**config.mk**
```make
export PLATFORM = sky130hd
export DESIGN_NAME = l1an_hdr_builder
export DESIGN_NICKNAME = d
export VERILOG_FILES = /design/src/rtl/l1an_hdr_builder.sv
export SDC_FILE = /design/constraint.sdc
export NUM_CORES = 1
export LEC_CHECK = 0
export CAP_MARGIN = 20
export CORE_MARGIN = 8
export CORE_UTILIZATION = 40
export DETAILED_ROUTE_END_ITERATION = 7
export PLACE_DENSITY = 0.69
export SLEW_MARGIN = 20
export SYNTH_ARGS = -nofsm -noshare
export SYNTH_HDL_FRONTEND = slang
export SYNTH_SLANG_ARGS = --single-unit
```
**constraint.sdc**
```tcl
create_clock -name CLK -period 1.74 [get_ports CLK]
set_clock_uncertainty 0.2 [all_clocks]
set_input_delay 0.522 -clock CLK [delete_from_list [all_inputs] [get_ports CLK]]
set_output_delay 0.522 -clock CLK [all_outputs]
set_load 0.1 [all_outputs]
```
**src/rtl/l1an_hdr_builder.sv**
```systemverilog
// l1an_hdr_builder: pops L1A-number FIFO entries, emits a 3-word event
// header over a valid/ack handshake, runs the sample transfer for the event
// and checks the L1A numbers against the expected running sequence.
module l1an_hdr_builder #(
    parameter int         TMR      = 0,
    parameter logic [3:0] BOARD_ID = 4'h0,
    parameter int         SETTLE   = 2
) (
    input  logic        CLK,
    input  logic        RST,
    input  logic        FIFO_EMPTY,
    input  logic [5:0]  L1ANUM,
    input  logic        L1A_PHASE_IN,
    output logic        POP,
    output logic        HDR_VLD,
    output logic [15:0] HDR_WORD,
    input  logic        HDR_ACK,
    output logic        EVT_REQ,
    input  logic        EVT_DONE,
    output logic [7:0]  EVT_CNT,
    output logic        SEQ_ERR,
    output logic        BUSY
);

    typedef enum logic [2:0] {
        S_IDLE   = 3'd0,
        S_SETTLE = 3'd1,
        S_CAPT   = 3'd2,
        S_H0     = 3'd3,
        S_H1     = 3'd4,
        S_H2     = 3'd5,
        S_XFER   = 3'd6,
        S_GAP    = 3'd7
    } state_t;

    localparam int         NCP       = (TMR != 0) ? 3 : 1;
    localparam logic [2:0] SETTLE_LD = 3'(SETTLE);

    // Voted (or single-copy) views of the protected registers
    logic [2:0] state_cp [NCP];
    logic [7:0] cnt_cp   [NCP];
    logic [5:0] exp_cp   [NCP];
    logic [2:0] state_v;
    logic [7:0] cnt_v;
    logic [5:0] exp_v;
    state_t     state_cur;

    // Next-state values shared by every copy
    state_t     state_d;
    logic [7:0] evt_cnt_d;
    logic [5:0] exp_d;

    // Unprotected registers
    logic [2:0]  settle_q, settle_d;
    logic [5:0]  l1anum_q, l1anum_d;
    logic        phase_q, phase_d;
    logic        seq_err_q, seq_err_d;
    logic        pop_q, pop_d;
    logic        hdr_vld_q, hdr_vld_d;
    logic [15:0] hdr_word_q, hdr_word_d;
    logic        evt_req_q, evt_req_d;

    genvar gi;
    generate
        for (gi = 0; gi < NCP; gi++) begin : g_cp
            logic [2:0] st_q;
            logic [7:0] cnt_q;
            logic [5:0] exp_q;

            // One copy of state / event counter / expected number; every copy
            // reloads from the voted next value so an upset heals in one cycle
            always_ff @(posedge CLK) begin
                if (RST) begin
                    st_q  <= S_IDLE;
                    cnt_q <= 8'h00;
                    exp_q <= 6'd0;
                end else begin
                    st_q  <= state_d;
                    cnt_q <= evt_cnt_d;
                    exp_q <= exp_d;
                end
            end

            assign state_cp[gi] = st_q;
            assign cnt_cp[gi]   = cnt_q;
            assign exp_cp[gi]   = exp_q;
        end

        if (NCP == 3) begin : g_vote
            assign state_v = (state_cp[0] & state_cp[1]) | (state_cp[0] & state_cp[2])
                           | (state_cp[1] & state_cp[2]);
            assign cnt_v   = (cnt_cp[0] & cnt_cp[1]) | (cnt_cp[0] & cnt_cp[2])
                           | (cnt_cp[1] & cnt_cp[2]);
            assign exp_v   = (exp_cp[0] & exp_cp[1]) | (exp_cp[0] & exp_cp[2])
                           | (exp_cp[1] & exp_cp[2]);
        end else begin : g_single
            assign state_v = state_cp[0];
            assign cnt_v   = cnt_cp[0];
            assign exp_v   = exp_cp[0];
        end
    endgenerate

    assign state_cur = state_t'(state_v);

    // Next-state, capture/check and registered-output decode
    always_comb begin
        state_d    = state_cur;
        evt_cnt_d  = cnt_v;
        exp_d      = exp_v;
        settle_d   = settle_q;
        l1anum_d   = l1anum_q;
        phase_d    = phase_q;
        seq_err_d  = seq_err_q;
        hdr_word_d = 16'h0000;

        case (state_cur)
            S_IDLE: begin
                if (!FIFO_EMPTY) begin
                    settle_d = SETTLE_LD;
                    state_d  = S_SETTLE;
                end
            end
            S_SETTLE: begin
                settle_d = settle_q - 3'd1;
                // Entry vanished: never pop an empty FIFO
                if (FIFO_EMPTY) begin
                    state_d = S_IDLE;
                end else if (settle_q <= 3'd1) begin
                    state_d = S_CAPT;
                end
            end
            S_CAPT: begin
                l1anum_d = L1ANUM;
                phase_d  = L1A_PHASE_IN;
                if (L1ANUM != exp_v) begin
                    seq_err_d = 1'b1;
                end
                // Resync to the observed number so a single skip flags once
                exp_d   = L1ANUM + 6'd1;
                state_d = S_H0;
            end
            S_H0:   if (HDR_ACK) state_d = S_H1;
            S_H1:   if (HDR_ACK) state_d = S_H2;
            S_H2:   if (HDR_ACK) state_d = S_XFER;
            S_XFER: begin
                if (EVT_DONE) begin
                    evt_cnt_d = cnt_v + 8'd1;
                    state_d   = S_GAP;
                end
            end
            S_GAP:   state_d = S_IDLE;
            default: state_d = S_IDLE;
        endcase

        // Outputs are decoded from the next state so they register in step
        pop_d     = (state_d == S_CAPT);
        hdr_vld_d = (state_d == S_H0) || (state_d == S_H1) || (state_d == S_H2);
        evt_req_d = (state_d == S_XFER);
        case (state_d)
            S_H0:    hdr_word_d = {4'h9, 5'b00000, phase_d, l1anum_d};
            S_H1:    hdr_word_d = {4'hA, 4'h0, cnt_v};
            S_H2:    hdr_word_d = {4'hB, BOARD_ID, 8'h00};
            default: hdr_word_d = 16'h0000;
        endcase
    end

    // Registers outside the protected set
    always_ff @(posedge CLK) begin
        if (RST) begin
            settle_q   <= 3'd0;
            l1anum_q   <= 6'd0;
            phase_q    <= 1'b0;
            seq_err_q  <= 1'b0;
            pop_q      <= 1'b0;
            hdr_vld_q  <= 1'b0;
            hdr_word_q <= 16'h0000;
            evt_req_q  <= 1'b0;
        end else begin
            settle_q   <= settle_d;
            l1anum_q   <= l1anum_d;
            phase_q    <= phase_d;
            seq_err_q  <= seq_err_d;
            pop_q      <= pop_d;
            hdr_vld_q  <= hdr_vld_d;
            hdr_word_q <= hdr_word_d;
            evt_req_q  <= evt_req_d;
        end
    end

    assign POP      = pop_q;
    assign HDR_VLD  = hdr_vld_q;
    assign HDR_WORD = hdr_word_q;
    assign EVT_REQ  = evt_req_q;
    assign EVT_CNT  = cnt_v;
    assign SEQ_ERR  = seq_err_q;
    assign BUSY     = (state_cur != S_IDLE);

endmodule

```
==> impl_metrics.toml, run 1 <==
[routing]
vias = 1764
ant_nets = 0
drtIter0Drc = 30
dr.pass1.iters = 5
wire_per_inst_um = 12.9
wl_um = 4660
vias_per_cell = 4.90
drc = 0

[timing]
clock.fmax_mhz = 523
slew_violations = 0
rsz0062_at_grt = "yes"
finalHoldViolCount = 0
setup_ws_ns = -0.172
tns_ns = -0.172
fin_crit_sh = 1.10
setup-violations-final = 1
period_minus_slack_ns = 1.91

[worst_setup_path]
crit_type = "flip-flop to output port"
reg2reg_depth = 4
cp_data_arrival_time_ns = 1.19
cp_num_buf_inv = 1
crit_family = "simple AND/OR/NAND/NOR gates"
slowest_delay_ns = 0.39
path_max_fanout = 2
cp_num_cells = 2
crit_required_ns = 1.02
slowest_stage = "or3_4"
worst_setup_path_end_kind = "output port"
cp_cell_sequence = "or3_4 -> buf_12"
critPathLaunchType = "flip-flop"

[cts]
clock_tree.buffer_depth = 2
cts_root_buffer = "clkbuf_8"
cts_tree = "yes"
cts_sinks = 42
clock_latency_ns = 0.28
htree_levels = 2
clk_transition_reported_paths_ns = 0.08
cts_buffers = 5

[global_route]
grt_max_degree = 19
grt_remaining_overflow = 0
grt_pass1_wl_um = 7870
grtUsageTotal = 0.131
grt_pass1_vias = 1690
antenna_found_initial = 0

[place]
numPlacedInstances = 349
gp_congestion = 0.852
place_area_mm2 = 0.00280
port_buffers = 35
dp_hpwl_um = 3510
dpl_worst_slack_ns = -0.427

[synthesis]
synth.avg_cell_area_um2 = 8.48
synth_top_area_frac = 0.424
async_reset_ff_frac = 0
synth_largest_area_cell = "dfxtp_1"
synth_most_common_cell = "dfxtp_1"
ys_seq_area_frac = 0.424
synthCells = 234
synth-edff-count = 0
ys_ff_latch = 42
synth_flop_cell = "dfxtp_1"
netlist_area_mm2 = 0.00198
synthTopCellsByCount = "dfxtp_1 (42), nand2_1 (32), nor2_1 (25)"
synth_area_leaders = "dfxtp_1 (42%), nand2_1 (6.1%), xnor2_1 (4.9%), nor2_1 (4.7%), a21oi_1 (4.5%)"
yosysWarnings = 0
synth_cell_types = 45

[power]
vdd_ir_drop_max_v = 0.000550
switchingPower_w = 0.000619
leakagePower_nw = 1.23
pwr-share-clk = 0.283
p_int_w = 0.00145
power_density_mw_per_mm2 = 688
power.total_w = 0.00207
p_comb_frac = 0.229
p_sw_frac = 0.299
seq_power_share = 0.488

[flow_run]
max_cap_viol_count = 0

[final_layout]
syn2layout_area_growth_pct = 51.5
final_area_mm2 = 0.00301
diodes = 0
drive_above_1_share = 0.324
finalNonFillerCells = 360
final_nets = 309

[min_path]
min_path_type = "flip-flop to flip-flop"
hold_depth = 2

[die]
start_util = 0.417
core_area_mm2 = 0.00475
core.rowCount = 25
die_width_um = 86.4
pin_count = 41
dieArea_mm2 = 0.00747
die_y_um = 86.4

[outcome]
status = "finished, violations left"
violations = "setup timing"
-- metal layers --
layer	GRT usage	part of all wire
met5	0	0
met4	0.0329	0.0082
met3	0.0463	0.058
met2	0.215	0.49
met1	0.158	0.44
-- layout by cell type, fill, tap and decap left out, types with 2 or more instances in the layout --
cell type        synthesis  layout
ha_1                     4       3
and4b_1                  2       2
a211oi_2                 0       2
nor2b_1                  3       3
a21oi_2                  1       2
dlygate4sd2_1            0       3
nand2b_1                 4       2
a22oi_1                  6       6
and3_1                   5       4
clkbuf_8                 0       5
inv_2                    2       2
clkdlybuf4s50_1          0       3
o21ai_0                  2       2
conb_1                   1       5
xor2_1                   5       5
nand2_1                 32      31
a211oi_1                 4       2
dlymetal6s2s_1           0       5
a21oi_1                 18      17
clkinv_2                 0       2
nand4_1                  4       4
buf_6                    2       3
o22ai_1                  6       6
dfxtp_1                 42      32
buf_12                   0      25
xnor2_1                 11      10
nand2b_2                 0       2
dfxtp_4                  0       3
nor3_1                   2       2
nand3_1                  4       4
nor2_1                  25      25
inv_1                   10      10
dfxtp_2                  0       7
o21ai_1                  4       4
buf_4                    5      28
-- state kept, by name, summed over array words and instances, names as in the netlist --
| name | flops |
|---|---|
| EVT_CNT | 8 |
| exp_cp | 6 |
| HDR_VLD | 1 |
| g_cp.st_q | 3 |
| SEQ_ERR | 1 |
| phase_q | 1 |
| settle_q | 3 |
| l1anum_q | 6 |
| POP | 1 |
| EVT_REQ | 1 |
| HDR_WORD | 11 |
-- worst reg2reg max path, cell delays in order, from the launching register on --
cell     delay, ns
dfxtp_4       0.34
buf_4         0.18
or4b_4        0.52
nand4_1       0.22
and4b_1       0.21
-- cell type report --
cell class	instances	area, um2
fill	422	1750
multi-input combinational	165	1070
inverter	12	45.0
timing repair buffer	67	863
tap	67	83.8
sequential	42	861
clock inverter	2	10.0
clock buffer	5	68.8
-- worst paths after layout --
check / slack (ns) / start / end
hold reg to reg: 0.26 / l1anum_q[4] / l1anum_q[4]
setup reg to reg: 0.02 / g_cp[0].st_q[1] / HDR_WORD[7]
setup / recovery: -0.17 / g_cp[0].st_q[1] / BUSY
hold / removal: 0.26 / l1anum_q[4] / l1anum_q[4]
-- cells by family after synthesis --
| family | Yosys count | share of synthesized area |
|---|---|---|
| adders and majority gates | 4 | 0.0252 |
| xor gates and xnor gates | 16 | 0.0707 |
| other | 1 | 0.00189 |
| and+or+nand+nor | 93 | 0.248 |
| buffers and inverters | 31 | 0.0782 |
| AOI/OAI and AO/OA | 47 | 0.152 |
| DFF | 42 | 0.424 |
-- power by group through the flow --
stage	Clock, W	Combinational, W	Sequential, W
6_report	0.000585	0.000473	0.00101
3_5_place_dp	0	0.000444	0.00104
2_1_floorplan	0	0.000272	0.00107
4_1_cts	0.000607	0.000460	0.00101
5_1_grt	0.000641	0.000510	0.00101
3_3_place_gp	0	0.000440	0.00104
-- per-stage QoR --
stage	utilization	hold WS, ns
2_1_floorplan	-	0.236
3_3_place_gp	0.589	0.243
3_5_place_dp	0.589	0.247
4_1_cts	0.618	0.258
5_1_grt	0.632	0.274
6_report	0.632	0.256
-- what timing repair did --
item | in CTS | in global routing
hold buffers | 0 | 0
setup endpoints to repair | 17 | 19
pin swaps | 5 | 10
gates resized for setup | 14 | 18
setup buffers | 4 | 0
(Power assumes the default switching activity.)
==> inputs of run 2 (changes only) <==
- SKIP_CTS_REPAIR_TIMING: not set -> 1
==> run 2 against run 1 <==
  * The flow still finishes with violations (setup timing)
  * Clock power hardly changed
  * Sequential power hardly changed
  * Largest power group unchanged
  * Power is 0.40% lower
  * Hold slack worse by 0.00050 ns
==> impl_metrics.toml, run 2 (synthesis gave the netlist of run 1 again) <==
[power]
vdd_ir_drop_max_v = 0.000551
p_comb_frac = 0.226
switchingPower_w = 0.000611
pwr-share-clk = 0.283
p_sw_frac = 0.297
seq_power_share = 0.491
power_density_mw_per_mm2 = 688
p_int_w = 0.00145
power.total_w = 0.00206
leakagePower_nw = 1.24

[global_route]
grt_max_degree = 19
grtUsageTotal = 0.127
grt_remaining_overflow = 0
antenna_found_initial = 0
grt_pass1_vias = 1651
grt_pass1_wl_um = 7610

[worst_setup_path]
path_max_fanout = 6
critPathLaunchType = "flip-flop"
crit_required_ns = 1.02
ff2ff_setup_slack_ns = 0.02
crit_type = "flip-flop to output port"
cp_data_arrival_time_ns = 1.20
worst_setup_path_end_kind = "output port"

[cts]
clk_transition_reported_paths_ns = 0.08
htree_levels = 2
cts_buffers = 5
clock_latency_ns = 0.28
cts_tree = "yes"
clock_tree.buffer_depth = 2
cts_root_buffer = "clkbuf_8"
cts_sinks = 42

[timing]
period_minus_slack_ns = 1.93
fin_crit_sh = 1.11
slew_violations = 0
finalHoldViolCount = 0
clock.fmax_mhz = 519
setup-violations-final = 1
setup_ws_ns = -0.186
whs_ns = 0.256
rsz0062_at_grt = "yes"

[outcome]
violations = "setup timing"
status = "finished, violations left"

[place]
dp_hpwl_um = 3510
port_buffers = 35
numPlacedInstances = 349
gp_congestion = 0.852

[routing]
vias = 1768
wire_per_inst_um = 12.8
ant_nets = 0
drc = 0
vias_per_cell = 4.90
wl_um = 4610
dr.pass1.iters = 4
drtIter0Drc = 67

[die]
die_y_um = 86.4
pin_count = 41
core.rowCount = 25
die_width_um = 86.4
start_util = 0.417
dieArea_mm2 = 0.00747
core_area_mm2 = 0.00475

[flow_run]
max_cap_viol_count = 0

[final_layout]
diodes = 0
mostFrequentLayoutCells = "dfxtp_1 (32), nand2_1 (31), buf_4 (31), nor2_1 (25), buf_12 (25)"
drive_above_1_share = 0.313
final_util = 0.629
final_nets = 310
largest_reg_flops = 11
syn2layout_area_growth_pct = 50.9
finalNonFillerCells = 361
fill_cells = 424
layout_commonest_cell = "dfxtp_1"

[min_path]
min_path_type = "flip-flop to flip-flop"
==> run 2: area by class of cell <==
type	instances	area (um2)	share of cell area
Multi-Input combinational cell	165	1050	0.350
Sequential cell	42	861	0.288
Clock inverter	2	10.0	0.00335
Clock buffer	5	68.8	0.0230
Tap cell	67	83.8	0.0280
Timing Repair Buffer	68	875	0.292
Inverter	12	45.0	0.0151
==> run 2: final timing paths <==
kind                    from  depth (start not counted)           end
max          g_cp[0].st_q[2]                          2          BUSY
min              l1anum_q[4]                          2   l1anum_q[4]
max reg2reg  g_cp[0].st_q[2]                          5  HDR_WORD[12]
min reg2reg      l1anum_q[4]                          2   l1anum_q[4]
==> run 2: critical path: stages, from the launching register on <==
cell,delay (ns)
dfxtp_4,0.37
or3_4,0.38
buf_12,0.17
==> run 2: per-layer routing <==
metal	share of wire	vias to the layer above	GRT usage
met4	0.0052	0	0.0329
met3	0.061	2	0.0463
met1	0.45	817	0.150
met5	0	-	0
li1	-	904	-
met2	0.49	45	0.210
==> run 2: power by group through the flow <==
stage               sequential (W)  clock (W)  combinational (W)
finish                     0.00101   0.000583           0.000464
global route               0.00102   0.000639           0.000500
CTS                        0.00102   0.000607           0.000445
detailed placement         0.00104          0           0.000444
global placement           0.00104          0           0.000440
floorplan                  0.00107          0           0.000272
==> run 2: through the flow <==
stage	setup TNS (ns)	instance area, um2	setup slack [ns]
after detailed placement	-10.68	2800	-0.427
after global placement	-10.24	2800	-0.412
after global routing	-0.262	2990	-0.211
final	-0.186	2990	-0.186
after floorplan	-0.123	2020	-0.123
after CTS	-1.72	2880	-0.294
==> inputs of run 3 (changes only) <==
- CORE_UTILIZATION: 40 -> 48
- PLACE_DENSITY: 0.69 -> 0.8
- SLEW_MARGIN: 20 -> not set
==> run 3 against run 2 <==
  * Hold slack got worse by 0.0013 ns
  * Register-to-register slack got worse by 0.06 ns
  * The flow still finishes with violations (setup timing)
  * Highest routed layer unchanged
  * Largest power group unchanged
  * Largest cell class unchanged
  * Sequential share of layout area fell by 0.18 points
  * Critical endpoint unchanged
==> impl_metrics.toml, run 3 (synthesis gave the netlist of run 1 again) <==
[final_layout]
mostFrequentLayoutCells = "dfxtp_1 (32), nand2_1 (31), buf_4 (29), buf_12 (26), nor2_1 (25)"
finalNonFillerCells = 345
drive_above_1_share = 0.305
diodes = 0
syn2layout_area_growth_pct = 51.8
largest_reg_flops = 11
final_nets = 310
fill_cells = 277
layout_commonest_cell = "dfxtp_1"

[worst_setup_path]
timing.rr.end = "HDR_WORD[12]"
worst_setup_path_end_kind = "output port"
cp_cell_sequence = "or3_4 -> buf_12"
critPathLaunchType = "flip-flop"
ff2ff_setup_slack_ns = -0.04
reg2reg_depth = 5
crit_type = "flip-flop to output port"
r2r_start = "g_cp[0].st_q[1]"
cp_num_cells = 2
slowest_stage = "or3_4"
cp_num_buf_inv = 1
slowest_delay_ns = 0.39
cp_data_arrival_time_ns = 1.21
path_max_fanout = 2
crit_required_ns = 1.02
crit_family = "simple AND/OR/NAND/NOR gates"

[timing]
period_minus_slack_ns = 1.93
fin_crit_sh = 1.11
setup_ws_ns = -0.190
slew_violations = 0
setup-violations-final = 15
rsz0062_at_grt = "yes"
finalHoldViolCount = 0
clock.fmax_mhz = 518

[min_path]
holdPathEnd = "l1anum_q[2]"
hold_depth = 2
min_path_type = "flip-flop to flip-flop"
hp-start = "l1anum_q[2]"

[die]
die_y_um = 80.3
core.rowCount = 23
start_util = 0.496
core_area_mm2 = 0.00400
dieArea_mm2 = 0.00644
die_width_um = 80.3
pin_count = 41

[place]
numPlacedInstances = 332
port_buffers = 35
gp_congestion = 0.826
dpl_worst_slack_ns = -0.485
dp_hpwl_um = 3760

[routing]
vias = 1858
wire_per_inst_um = 15.5
vias_per_cell = 5.39
drtIter0Drc = 106
drc = 0
wl_um = 5360
ant_nets = 0
dr.pass1.iters = 4

[global_route]
grt_remaining_overflow = 0
met1_usage = 0.192
grtUsageMet2 = 0.292
grt_pass1_vias = 1761
antenna_found_initial = 0
gr-max-usage-layer = "met2"
grt_max_degree = 23
grt_use_met3 = 0.0413
grtUsageTotal = 0.166
grt_pass1_wl_um = 8480

[flow_run]
max_cap_viol_count = 0

[cts]
cts_root_buffer = "clkbuf_8"
cts_tree = "yes"
htree_levels = 2
clk_transition_reported_paths_ns = 0.08
clock_latency_ns = 0.29
cts_buffers = 5
clock_tree.buffer_depth = 2
cts_sinks = 42

[outcome]
status = "finished, violations left"
violations = "setup timing"

[power]
vdd_ir_drop_max_v = 0.000453
leakagePower_nw = 1.22
power_density_mw_per_mm2 = 715
## run 3: cell count changes in the layout (fill, tap and decap cells not counted), sizes merged
cell | previous run | this run
dlymetal6s2s | 8 | 5
clkdlybuf4s50 | 3 | 6
clkinv | 2 | 1
buf | 57 | 56
clkbuf | 5 | 8
## run 3: how the worst max path moves through the flow
stage / startpoint / end / slack [ns]
6_report: g_cp[0].st_q[2] / BUSY / -0.19
5_1_grt: g_cp[0].st_q[0] / BUSY / -0.22
4_1_cts: g_cp[0].st_q[1] / BUSY / -0.33
3_5_place_dp: FIFO_EMPTY / HDR_WORD[12] / -0.48
3_3_place_gp: HDR_ACK / HDR_WORD[5] / -0.39
2_1_floorplan: g_cp[0].st_q[0] / BUSY / -0.12
## run 3: per-stage QoR
stage	hold slack, ns	total power (W)	utilization	cell area [um2]	setup TNS (ns)
finish	0.255	0.00215	0.753	3010	-1.31
global route	0.286	0.00225	0.753	3010	-2.22
CTS	0.257	0.00213	0.717	2870	-1.81
detailed placement	0.246	0.00149	0.694	2780	-9.78
global placement	0.243	0.00147	0.694	2780	-8.60
floorplan	0.236	0.00134	-	2020	-0.123
## run 3: final cells by class
cell class	instances	area, um2	area share
Tap cell	50	62.6	0.0208
Multi-Input combinational cell	165	1050	0.350
Inverter	12	45.0	0.0150
Sequential cell	42	861	0.286
Clock buffer	7	86.3	0.0287
Timing Repair Buffer	68	897	0.298
Clock inverter	1	5.00	0.00166
## run 3: worst min-delay path, delay by kind of cell, from the launching register on
kind,cells,cell delay [ns]
and+or+nand+nor,1,0.05
DFF,1,0.31
AOI/OAI and AO/OA,1,0.05
## run 3: metal layers
layer,part of all wire,up-vias
met5,0,-
met4,0.012,0
met1,0.42,904
li1,-,907
met3,0.040,5
met2,0.53,42
## run 3: where the power goes
part	total [W]	internal [W]	leakage (nW)	switching, W
clock network	0.000648	0.000320	0.0482	0.000328
logic	0.000491	0.000200	0.824	0.000292
registers	0.00101	0.000989	0.346	0.0000229
total	0.00215	0.00151	1.22	0.000643
